==> config.mk <==
export PLATFORM = sky130hd
export DESIGN_NAME = rca_share_ctrl
export DESIGN_NICKNAME = d
export VERILOG_FILES = /design/src/rtl/rca_share_pkg.sv /design/src/rtl/rca_share_ctrl_rr_arb2.sv /design/src/rtl/rca_share_ctrl.sv
export SDC_FILE = /design/constraint.sdc
export NUM_CORES = 1
export LEC_CHECK = 0
export ABC_AREA = 1
export BUFFER_PORTS_ARGS = -buffer_cell sky130_fd_sc_hd__buf_2
export CAP_MARGIN = 15
export CELL_PAD_IN_SITES_DETAIL_PLACEMENT = 0
export CELL_PAD_IN_SITES_GLOBAL_PLACEMENT = 1
export CORE_MARGIN = 3
export CORE_UTILIZATION = 35
export DETAILED_ROUTE_END_ITERATION = 16
export PLACE_DENSITY_LB_ADDON = 0.1
export SKIP_CTS_REPAIR_TIMING = 1
export SLEW_MARGIN = 40
export SYNTH_ARGS = -nofsm -noshare
export SYNTH_HDL_FRONTEND = slang
export SYNTH_HIERARCHICAL = 1
export SYNTH_SLANG_ARGS = --single-unit
export TNS_END_PERCENT = 100
==> constraint.sdc <==
create_clock -name clk -period 1.6 [get_ports clk]
set_clock_uncertainty 0.2 [all_clocks]
set_input_delay 0.24 -clock clk [delete_from_list [all_inputs] [get_ports clk]]
set_output_delay 0.24 -clock clk [all_outputs]
set_load 0.01 [all_outputs]
==> src/rtl/rca_share_pkg.sv <==
// Shared types and limits for the 4-bit adder sharing controller.
package rca_share_pkg;

    typedef enum logic [1:0] {
        IDLE   = 2'd0,
        SETTLE = 2'd1,
        RESP   = 2'd2
    } state_e;

    localparam int unsigned ID_W       = 1;
    localparam int unsigned CNT_W      = 4;
    localparam int unsigned SETTLE_MIN = 1;
    localparam int unsigned SETTLE_MAX = 15;

endpackage

==> src/rtl/rca_share_ctrl_rr_arb2.sv <==
// Two-input round-robin arbiter; the pointer favours the requester not granted last.
module rr_arb2
    import rca_share_pkg::*;
(
    input  logic            clk,
    input  logic            rst_n,
    input  logic            valid0,
    input  logic            valid1,
    input  logic            accept,
    output logic [ID_W-1:0] grant,
    output logic            any
);

    logic [ID_W-1:0] ptr_q, ptr_d;

    always_comb begin
        any = valid0 | valid1;
        if (valid0 && valid1) begin
            grant = ptr_q;
        end else begin
            grant = valid1 ? 1'b1 : 1'b0;
        end
    end

    always_comb begin
        ptr_d = ptr_q;
        if (accept) begin
            ptr_d = ~grant;
        end
    end

    always_ff @(posedge clk or negedge rst_n) begin
        if (!rst_n) begin
            ptr_q <= '0;
        end else begin
            ptr_q <= ptr_d;
        end
    end

endmodule

==> src/rtl/rca_share_ctrl.sv <==
// Sequencer sharing one external 4-bit ripple-carry adder between two requesters.
module rca_share_ctrl
    import rca_share_pkg::*;
#(
    parameter int unsigned SETTLE_CYCLES = 1
) (
    input  logic       clk,
    input  logic       rst_n,
    input  logic       req0_valid,
    input  logic [3:0] req0_a,
    input  logic [3:0] req0_b,
    output logic       req0_ready,
    input  logic       req1_valid,
    input  logic [3:0] req1_a,
    input  logic [3:0] req1_b,
    output logic       req1_ready,
    output logic [3:0] add_a,
    output logic [3:0] add_b,
    input  logic [3:0] add_s,
    input  logic       add_co,
    output logic       rsp_valid,
    output logic       rsp_id,
    output logic [3:0] rsp_sum,
    output logic       rsp_co,
    input  logic       rsp_ready,
    output logic       busy,
    output logic [7:0] done_cnt
);

    if (SETTLE_CYCLES < SETTLE_MIN || SETTLE_CYCLES > SETTLE_MAX) begin : g_bad_settle
        $error("rca_share_ctrl: SETTLE_CYCLES out of range 1..15");
    end

    localparam logic [CNT_W-1:0] CNT_LOAD = CNT_W'(SETTLE_CYCLES - 1);

    state_e          state_q, state_d;
    logic [3:0]      a_q, a_d, b_q, b_d;
    logic [CNT_W-1:0] cnt_q, cnt_d;
    logic [3:0]      sum_q, sum_d;
    logic            co_q, co_d;
    logic [ID_W-1:0] id_q, id_d;
    logic [7:0]      done_q, done_d;

    logic [ID_W-1:0] grant;
    logic            any;
    logic            accept;

    assign accept = (state_q == IDLE) && any;

    rr_arb2 u_arb (
        .clk    (clk),
        .rst_n  (rst_n),
        .valid0 (req0_valid),
        .valid1 (req1_valid),
        .accept (accept),
        .grant  (grant),
        .any    (any)
    );

    // Readies are qualified by valid so "ready" means "taken this cycle".
    assign req0_ready = accept && (grant == 1'b0);
    assign req1_ready = accept && (grant == 1'b1);

    always_comb begin
        state_d = state_q;
        a_d     = a_q;
        b_d     = b_q;
        cnt_d   = cnt_q;
        sum_d   = sum_q;
        co_d    = co_q;
        id_d    = id_q;
        done_d  = done_q;
        case (state_q)
            IDLE: begin
                if (accept) begin
                    a_d     = grant ? req1_a : req0_a;
                    b_d     = grant ? req1_b : req0_b;
                    id_d    = grant;
                    cnt_d   = CNT_LOAD;
                    state_d = SETTLE;
                end
            end
            SETTLE: begin
                if (cnt_q == '0) begin
                    sum_d   = add_s;
                    co_d    = add_co;
                    state_d = RESP;
                end else begin
                    cnt_d = cnt_q - 1'b1;
                end
            end
            RESP: begin
                if (rsp_ready) begin
                    done_d  = done_q + 1'b1;
                    state_d = IDLE;
                end
            end
            default: state_d = IDLE;
        endcase
    end

    always_ff @(posedge clk or negedge rst_n) begin
        if (!rst_n) begin
            state_q <= IDLE;
            a_q     <= '0;
            b_q     <= '0;
            cnt_q   <= '0;
            sum_q   <= '0;
            co_q    <= 1'b0;
            id_q    <= '0;
            done_q  <= '0;
        end else begin
            state_q <= state_d;
            a_q     <= a_d;
            b_q     <= b_d;
            cnt_q   <= cnt_d;
            sum_q   <= sum_d;
            co_q    <= co_d;
            id_q    <= id_d;
            done_q  <= done_d;
        end
    end

    assign add_a     = a_q;
    assign add_b     = b_q;
    assign rsp_valid = (state_q == RESP);
    assign rsp_id    = id_q;
    assign rsp_sum   = sum_q;
    assign rsp_co    = co_q;
    assign busy      = (state_q != IDLE);
    assign done_cnt  = done_q;

endmodule

After elaboration in Yosys (flattened, before gate mapping). Index checks and enable logic that the tools add are counted. W data, S select, Z words.

Input port bits: 26. Output and inout bits: 26. Flip-flop bits (word level): 29.

Add/subtract/negate cells: 2. Reductions and logical operators: 13. Bitwise logic cells: 2. Equality and inequality tests: 6. Mux-type cells: 11.

Operators by type and width (count): $mux W4 (4); $add A8 B1 Y8 const B (1); $pmux W4 S2 (1); $mux W2 (3); $ne A2 B2 Y1 const B (3); $pmux W2 S3 (1); $reduce_and A2 Y1 (3); $reduce_and A3 Y1 (2); $logic_and A1 B1 Y1 (4); $logic_not A4 Y1 (1); $reduce_bool A2 Y1 (2); $sub A4 B1 Y4 const B (1); $eq A2 B1 Y1 const B (1); $eq A2 B2 Y1 const B (1); $logic_not A2 Y1 (1); $mux W1 (2); $ne A2 B1 Y1 const B (1); $not A1 Y1 (1); $or A1 B1 Y1 (1).

Longest topological paths before layout.
Depth after elaboration: 4. Mapped depth: 8. Depth with buffers taken out: 8.

Cells and area by module. Netlist, hierarchy kept.

Modules (own cells, without submodules): rca_share_ctrl (area each 1380.1 µm², times used 1, sequential area each 700.7 µm², cells each 157); rr_arb2 (area each 60.1 µm², times used 1, sequential area each 25.0 µm², cells each 9).

Worst setup path before layout. OpenSTA, ideal clock, no wires.

Path type: reg-to-reg. From: register cnt_q[0]. To: register cnt_q[1]. Arrival time: 1.059 ns. Slack: 0.223 ns. Stages on the path, launching flop included: 8. Period minus slack after synthesis: 1.377 ns. Path through: dfrtp_1 > inv_1 > ha_1 > nand3_1 > nand2_1 > nand2_1 > nand3b_1 > nand2_1.

Word-level cells in the longest chain between the ends: 3. Elaborated cells on any way between the ends: 6. Those cells by class: add/sub (1); eq/ne (1); mux (2); reduce/logical (2).

Ends and longest elaborated chain: start, declared (line rca_share_ctrl.sv:38) `logic [CNT_W-1:0] cnt_q, cnt_d;`; start signal, assigned (line rca_share_ctrl.sv:116) `cnt_q <= cnt_d;`; $sub A4 B1 Y4 or $logic_not A4 Y1 (tied branches) (line rca_share_ctrl.sv:89, rca_share_ctrl.sv:84); $mux W4 or $ne A2 B2 Y1 (tied branches); $pmux W4 S2 or $reduce_and A3 Y1 (tied branches).

Parallel ways exist; a longest one is shown, timed or not. The select of a mux whose other input is x is not followed. A chain may end at the register's enable or synchronous reset.

Final worst setup path.
From: register state_q[0]. To: output port req0_ready.

Word-level cells in the longest chain between the ends: 3.

Ends and longest elaborated chain: start, declared (line rca_share_ctrl.sv:36) `state_e state_q, state_d;`; start signal, assigned (line rca_share_ctrl.sv:113) `state_q <= state_d;`; $logic_not A2 Y1 (line rca_share_ctrl.sv:48) `assign accept = (state_q == IDLE) && any;`; $logic_and A1 B1 Y1 (line rca_share_ctrl.sv:48); $logic_and A1 B1 Y1 (line rca_share_ctrl.sv:61) `assign req0_ready = accept && (grant == 1'b0);`; end, declared (line rca_share_ctrl.sv:12) `output logic req0_ready,`.

Every way passes these cells.

==> metrics.cfg <==
[run_status]
status=finished, violations left
violations=negative hold slack, negative setup slack

[global_routing]
grt_use_total_pct=14.3
antenna_found_initial=0
grt_pass1_wl_um=5580
grt_max_degree=16
grt-ovfl-total=0
first_global_vias=1307

[sta]
finalCriticalPeriod_ps=1650
maxSlewHeadroom_pct=75.2
setup_viol=2
worst_pin_slew_ps=373
fin_setup_tns_ps=-79.5
fin_crit_sh_pct=103
grt_setup_unrepaired=true
hold_viol_final=4
hold_ws_ps=-27.2
setup_ws_ps=-50.3
max_freq_mhz=606
slew_viol_final=0

[logic_synthesis]
synth-seq-area-share_pct=50.4
syn-cell-area_mm2=0.00144
ys.warnings.count=6
synth-seq-cells=29
yosys.cell_types.count=21
synth_most_common_cell=nand2_1
syn_nets=195
synthTopCellsByArea=dfrtp_1 (50%), nand2_1 (15%), nand3_1 (5.9%)
synth-edff-count=0
synth_top_cell_by_area=dfrtp_1
netlist.area_leader.share_pct=50.4
ys_async_sr_fraction_pct=100
syn_avg_cell_area_um2=8.68
ys.flop_type=dfrtp_1
synthTopCellsByCount=nand2_1 (58), dfrtp_1 (29), inv_1 (19)
syn_inst=166

[setup_path]
crit_fanout=5
crit_path_start_kind=register
startpoint=state_q[0]$_DFFE_PN0P_
crit_arrival_ps=1210
r2r_end=cnt_q[1]$_DFFE_PN0P_
r2r_start=cnt_q[1]$_DFFE_PN0P_
crit_path_end_kind=output port
reg2regPathDepth=7
critical_path_class=reg2out
cp_data_required_time_ps=1160
rrSetupSlack_ps=80

[finish]
fillers=336
stdcell_area_mm2=0.00210
area_delta_synth_final_pct=45.8
drive_gt1_share_pct=36.4
layout.cells.non_filler=298
n_antenna_cell=0
multi_input_area_um2=618
final_nets=278
regArea_um2=726

[cts]
clkLatencyLatePin_ps=280
cts_made_buffers=5
clk_pin_slew_ps=60
clk_path_buf_depth=2
clkSinkCount=29
cts_tree=built
cts-root-buf=clkbuf_8
htree_levels=2

[power]
seqPwrFrac_pct=35.0
finalPower_mw=3.48
swShare_pct=39.2
p_int_mw=2.12
pwr-share-clk_pct=18.9
pwr-share-comb_pct=46.1
max-vdd-ir-drop_uv=733
power.density_mw_per_mm2=1660
power.leakage_nw=1.15
switchingPower_mw=1.37

[job]
maxCapViolations=0

[worst_hold_path]
min_to=add_a[1]$_DFFE_PN0P_
min_from=req1_a[1]
hold_class=in2reg
hold_depth=3

[routing]
dr.pass1.iters=4
routed_via_density=4.63
wire_per_inst_um=11.8
via_count=1379
drc=0
detail-route-antenna-nets=0
first_iter_violations=58
wirelength_um=3510

[floorplanning]
die_y_um=70.1
initial_core_util_pct=37.9
die-area_mm2=0.00492
rows=22
core_area_mm2=0.00380
io_pins=52
fp.dieW_um=70.1

[place]
port_buffers=51
place_congestion=0.777
hpwlAfterDp_um=2400
placed_area_mm2=0.00179
dp.cells=269

## cell families (layout without fill, tap and decap cells)
kind of cell | Yosys count | after routing | share of synthesized area [%]
compound gates | 7 | 7 | 3.91
fa+ha+maj | 3 | 3 | 2.61
flops | 29 | 29 | 50.4
buf+inv | 23 | 107 | 7.04
simple gates | 99 | 99 | 33.0
xor+xnor | 5 | 5 | 3.04
## how the worst max path moves through the flow
stage / end / slack (ps) / cells past startpoint
after floorplan: cnt_q[1]$_DFFE_PN0P_ / 220 / 7
after global placement: req1_ready / 130 / 7
after detailed placement: cnt_q[1]$_DFFE_PN0P_ / 80 / 7
after CTS: req1_ready / -190 / 7
after global routing: req0_ready / -130 / 4
final: req0_ready / -50 / 4
## registers in the layout, indices dropped and copies added (netlist names)
signal	count
cnt_q	4
add_a	4
u_arb/ptr_q	1
state_q	2
rsp_sum	4
add_b	4
rsp_id	1
done_cnt	8
rsp_co	1
## per-layer routing
layer	up-vias	part of all wire, %	GRT usage [%]
met3	8	6.4	5.32
li1	682	-	-
met1	645	39	15.0
met4	0	2.1	6.81
met5	-	0	0
met2	44	53	25.1
## critical path, stage by stage, from the launching register on
cell and delay [ps]:
dfrtp_1 400, inv_2 100, nand3_4 110, nor2_4 200
buf_6 130
## through the flow
stage               setup slack [ps]  utilization [%]
CTS                             -189             49.8
floorplan                        223                -
global placement                 126             47.1
global route                    -125             55.3
finish                         -50.3             55.3
detailed placement              81.3             47.1
## final cells by class
class / count / area share [%]
Inverter: 21 / 3.75
Sequential cell: 29 / 34.6
Multi-Input combinational cell: 114 / 29.4
Clock buffer: 7 / 4.59
Tap cell: 48 / 2.86
Timing Repair Buffer: 78 / 24.6
Clock inverter: 1 / 0.238
## placed cells by master, fill, tap and decap left out, types with 2 or more instances in the layout
master         instances
nand2_1               56
buf_2                 49
dfrtp_1               29
inv_1                 18
nand3_1               17
dlygate4sd3_1         13
buf_4                 13
nor2_1                 9
clkbuf_8               7
o21ai_2                5
nor2_4                 4
nand4_1                4
inv_2                  3
xor2_1                 3
ha_1                   3
nand3_4                2
nand2_2                2
xnor2_1                2
nand3b_1               2
buf_6                  2
## power groups by stage
| stage | combinational [mW] | clock (mW) | sequential (mW) |
|---|---|---|---|
| floorplan | 0.843 | 0 | 1.31 |
| global placement | 1.42 | 0 | 1.21 |
| detailed placement | 1.46 | 0 | 1.22 |
| CTS | 1.46 | 0.690 | 1.22 |
| global route | 1.80 | 0.725 | 1.26 |
| finish | 1.60 | 0.659 | 1.22 |
(Power assumes the default switching activity.)
